[config.mk]
export PLATFORM = sky130hd
export DESIGN_NAME = branch_resolve_unit
export DESIGN_NICKNAME = d
export VERILOG_FILES = /design/src/rtl/branch_resolve_unit.sv
export SDC_FILE = /design/constraint.sdc
export NUM_CORES = 1
export LEC_CHECK = 0
export ABC_AREA = 1
export CAP_MARGIN = 5
export CORE_MARGIN = 1.5
export CORE_UTILIZATION = 40
export CTS_CLUSTER_DIAMETER = 40
export CTS_CLUSTER_SIZE = 28
export DETAILED_ROUTE_END_ITERATION = 10
export SLEW_MARGIN = 20
export SYNTH_ARGS = -nofsm -noshare
export SYNTH_HDL_FRONTEND = slang
export SYNTH_SLANG_ARGS = --single-unit
[constraint.sdc]
create_clock -name clk -period 4.3 [get_ports clk]
set_clock_uncertainty 0.2 [all_clocks]
set_input_delay 0.86 -clock clk [delete_from_list [all_inputs] [get_ports clk]]
set_output_delay 0.86 -clock clk [all_outputs]
set_load 0.05 [all_outputs]
[src/rtl/branch_resolve_unit.sv]
// Carries IF-stage branch predictions through IF/ID and ID/EX and checks them in EX.
// Issues a registered redirect and flush on a wrong prediction and counts branches and mispredicts.
module branch_resolve_unit #(
    parameter int CNT_WIDTH  = 32,
    parameter int SQUASH_CYC = 1
) (
    input  logic                 clk,
    input  logic                 rst,
    input  logic [31:0]          pc_if,
    input  logic                 pred_taken_if,
    input  logic [29:0]          pred_target_if,
    input  logic                 stall_pc,
    input  logic                 cond_jump_instr_ex,
    input  logic                 uncond_jump_instr_ex,
    input  logic                 actual_taken_ex,
    input  logic [29:0]          actual_target_ex,
    output logic                 mispredict,
    output logic [29:0]          redirect_pc,
    output logic                 flush_if_id,
    output logic                 flush_id_ex,
    output logic                 cond_resolved,
    output logic                 cond_taken,
    output logic [CNT_WIDTH-1:0] branch_cnt,
    output logic [CNT_WIDTH-1:0] mispredict_cnt
);

    localparam int SQW = (SQUASH_CYC > 1) ? $clog2(SQUASH_CYC + 1) : 1;
    localparam logic [SQW-1:0] SQ_LAST = SQW'(SQUASH_CYC);

    typedef enum logic {RUN, SQUASH} state_t;

    state_t         state, state_n;
    logic [SQW-1:0] sq_cnt, sq_cnt_n;

    logic        vld_p1, pred_taken_p1;
    logic [29:0] pc_p1, pred_target_p1;
    logic        vld_p2, pred_taken_p2;
    logic [29:0] pc_p2, pred_target_p2;

    logic        is_br, taken, eval, wrong, mis_n, cond_only;
    logic [29:0] correct_pc;

    logic unused_pc_lsb;
    assign unused_pc_lsb = ^pc_if[1:0];

    // IF -> IF/ID: flush clears valid even while stalled
    always_ff @(posedge clk) begin
        if (rst)             vld_p1 <= 1'b0;
        else if (mispredict) vld_p1 <= 1'b0;
        else if (!stall_pc)  vld_p1 <= 1'b1;
        if (!stall_pc) begin
            pc_p1          <= pc_if[31:2];
            pred_taken_p1  <= pred_taken_if;
            pred_target_p1 <= pred_target_if;
        end
    end

    // IF/ID -> ID/EX: stall or flush inserts a bubble
    always_ff @(posedge clk) begin
        if (rst) vld_p2 <= 1'b0;
        else     vld_p2 <= vld_p1 && !stall_pc && !mispredict;
        if (!stall_pc) begin
            pc_p2          <= pc_p1;
            pred_taken_p2  <= pred_taken_p1;
            pred_target_p2 <= pred_target_p1;
        end
    end

    // EX: compare prediction with resolved outcome
    always_comb begin
        is_br      = cond_jump_instr_ex | uncond_jump_instr_ex;
        taken      = uncond_jump_instr_ex | (cond_jump_instr_ex & actual_taken_ex);
        cond_only  = cond_jump_instr_ex & ~uncond_jump_instr_ex;
        eval       = vld_p2 && (state == RUN);
        wrong      = pred_taken_p2;
        if (is_br)
            wrong = (pred_taken_p2 != taken) ||
                    (taken && pred_taken_p2 && (pred_target_p2 != actual_target_ex));
        mis_n      = eval && wrong;
        correct_pc = taken ? actual_target_ex : pc_p2 + 30'd1;
    end

    always_comb begin
        state_n  = state;
        sq_cnt_n = sq_cnt;
        case (state)
            RUN: begin
                if (mis_n) begin
                    state_n  = SQUASH;
                    sq_cnt_n = SQW'(1);
                end
            end
            SQUASH: begin
                if (sq_cnt >= SQ_LAST) begin
                    state_n  = RUN;
                    sq_cnt_n = '0;
                end else begin
                    sq_cnt_n = sq_cnt + SQW'(1);
                end
            end
            default: begin
                state_n  = RUN;
                sq_cnt_n = '0;
            end
        endcase
    end

    always_ff @(posedge clk) begin
        if (rst) begin
            state  <= RUN;
            sq_cnt <= '0;
        end else begin
            state  <= state_n;
            sq_cnt <= sq_cnt_n;
        end
    end

    // EX -> registered outputs
    always_ff @(posedge clk) begin
        if (rst) begin
            mispredict     <= 1'b0;
            redirect_pc    <= '0;
            cond_resolved  <= 1'b0;
            cond_taken     <= 1'b0;
            branch_cnt     <= '0;
            mispredict_cnt <= '0;
        end else begin
            mispredict    <= mis_n;
            redirect_pc   <= mis_n ? correct_pc : 30'd0;
            cond_resolved <= eval && cond_only;
            cond_taken    <= eval && cond_only && actual_taken_ex;
            if (eval && is_br) branch_cnt     <= branch_cnt + 1'b1;
            if (mis_n)         mispredict_cnt <= mispredict_cnt + 1'b1;
        end
    end

    assign flush_if_id = mispredict;
    assign flush_id_ex = mispredict;

endmodule

==> run metrics <==
Crit Path Category=flop to output port; DP Wirelength=18.0 mm; final net count=1357; final WL=25.2 mm; number of max-cap violations=0; most common cell in the netlist=nand2_1; I/O pins=198; PostCTS Resize Cnt=0; largest fanout on the critical path=7; Worst Setup Start Kind=flop; max incr delay on CP=860 ps; Cell Chain, Critical Path=clkdlybuf4s50_1; arrival time of the worst setup path=1810 ps; clk root buf=clkbuf_16; die width=159 um; gr usage total=20.1%; Max clock buf depth=3; PD cells=411 nW/um^2; Die Area=25200 sq um; Max Fclk=348 MHz; gr ovfl total=0; Netlist cell types=38; Synth area leaders=edfxtp_1 (38%), dfxtp_1 (21%), nand2_1 (10%), nor2_1 (4.1%), a21oi_1 (4.0%); total CTS buffers=35; largest net degree at the start of global routing=66; critical path endpoint category=output port; R2R setup slack=1960 ps; initial antenna violation count=0; Avg Cell Area, Syn=9.33 sq um; Seq/Total Area, Yosys=58.5%; ys flop type=edfxtp_1; H-tree lvl count=2; first-pass GRT wire length=40.7 mm; clk_lat worst skew=500 ps; share of post-route cells with drive strength above 1=7.58%; postcts setup bufs=0; Slew Limit Fails=0; CTS tree=built; Fin. Hold Viols=0; DR WL/cell=15.8 um; final setup violation count=0; Initial Util=41.0%; CP top delay family=buffers and inverters; Layout area overhead=35.0%; hold_buf cts=0; net count after synthesis=1145; period utilization=66.8%; Worst path slowest cell=clkdlybuf4s50_1; count of warnings emitted by yosys=0; required time of the critical path=3240 ps; row count=56; vias in the first global route=7613; TritonCTS Sinks=223; Rel. slew slack=34.7%; Residual DRC=0; vias per inst=4.82; final instance area=13100 sq um; EDFF count, synth=122; maximum vdd ir drop=0.226 mV; Seq cells post-synth=223; core region area=23700 sq um; vias post-DR=7706; CP bufs+invs=1; crit path time final=2870 ps; DIE HEIGHT=159 um; gpl congestion=0.851; Leakage=4.72 nW; Final ANT Viol Nets=0; status=completed; Synth area leader=edfxtp_1; top post-synthesis cells by count=nand2_1 (260), edfxtp_1 (122), nor2_1 (107), dfxtp_1 (101), inv_1 (84); Slew @ Worst Pin=978 ps; fin util=55.4%; initial drt markers=579; Filler Cells Inserted=2193; setup TNS=0 ps; synthesized area=9720 sq um; ys async rst share=0%; share of the synthesized area in the top cell type=37.7%; type of the tightest min-delay check=flop to flop; Post-Synthesis Cells=1042; TritonRoute pass-1 iters=7; Clock transition at path regs=60 ps; Area after DPL=12000 sq um; Port Buf Inserts=195; RSZ-0062 raised after global routing=false
## report_power, final
part / total (mW) / leakage, nW / internal, mW / switching (mW)
logic: 0.352 / 2.18 / 0.153 / 0.199
registers: 2.41 / 2.01 / 2.36 / 0.0465
clock network: 2.64 / 0.531 / 1.65 / 0.988
total: 5.40 / 4.72 / 4.16 / 1.23
## worst register-to-register path: stages, from the launching register on
cell	delay [ps]
edfxtp_1	380
xnor2_1	150
nand2_1	60
nor2_1	140
nand2_1	100
nor2_1	220
nand2_1	110
nand2_1	80
nand2_2	70
nand2_2	470
nand2_1	130
a21oi_1	160
## layer usage
layer / part of all wire, % / track usage [%]
met1: 49 / 28.8
met2: 43 / 30.6
met3: 6.3 / 4.52
met4: 1.5 / 5.53
met5: 0 / 0
## flip-flops by register name, indices dropped and copies added, names as in the netlist
signal / cells
sq_cnt: 1
branch_cnt: 32
mispredict_cnt: 32
pred_target_p2: 30
pc_p2: 30
cond_taken: 1
flush_id_ex: 1
vld_p2: 1
pc_p1: 30
vld_p1: 1
cond_resolved: 1
redirect_pc: 30
pred_taken_p1: 1
pred_target_p1: 30
state: 1
pred_taken_p2: 1
## worst paths after layout
kind	startpoint	cells past startpoint	endpoint
max	mispredict_cnt[22]	1	mispredict_cnt[22]
min	pred_target_p1[4]	0	pred_target_p2[4]
max reg2reg	pred_target_p2[22]	11	mispredict_cnt[25]
min reg2reg	pred_target_p1[4]	0	pred_target_p2[4]
## cell usage in the layout, fill, tap and decap left out, types with 2 or more instances in the layout
cell / count
diode_2: 2
clkinvlp_4: 4
bufinv_16: 2
nand3b_1: 8
o21ai_0: 21
clkdlybuf4s50_1: 195
or2_2: 2
nand3_1: 61
buf_4: 6
xor2_1: 38
clkbuf_1: 6
nand2_2: 7
inv_6: 4
dfxtp_1: 101
nor2_1: 107
nor2_2: 7
inv_8: 2
clkbuf_16: 35
nand2_1: 260
ha_1: 4
clkinv_2: 6
nor3_1: 33
nor3_2: 4
xnor2_1: 37
nand4_1: 15
a21oi_1: 77
nor3b_1: 8
edfxtp_1: 122
nor2_4: 3
inv_1: 83
clkinv_1: 2
## cells by family after synthesis
| kind of cell | synth area share (%) |
|---|---|
| AO/OA/AOI/OAI | 5.74 |
| XOR/XNOR | 6.76 |
| adder cells (fa/ha/maj) | 0.515 |
| buffers and inverters | 4.51 |
| flip-flops | 58.5 |
| AND/OR/NAND/NOR | 24.0 |
## metrics by stage
step,worst slack [ps],instances,power [mW],hold WS [ps]
floorplan,395,1042,2.63,200
global placement,1020,1536,2.80,201
detailed placement,1010,1536,2.81,205
CTS,1400,1598,5.47,214
global route,1230,1598,5.60,218
finish,1430,1600,5.40,213
## area by class of cell
type	instances	area [sq um]	area share, %
clock buffers	42	912	6.95
repair buffers	202	2020	15.4
clock inverters	20	185	1.41
diodes	2	5.00	0.0381
multi-input cells	707	3600	27.4
flip-flops and latches	223	5690	43.3
well taps	319	399	3.04
inverters	85	322	2.45
Note: power is estimated with default switching activity, not from simulation.
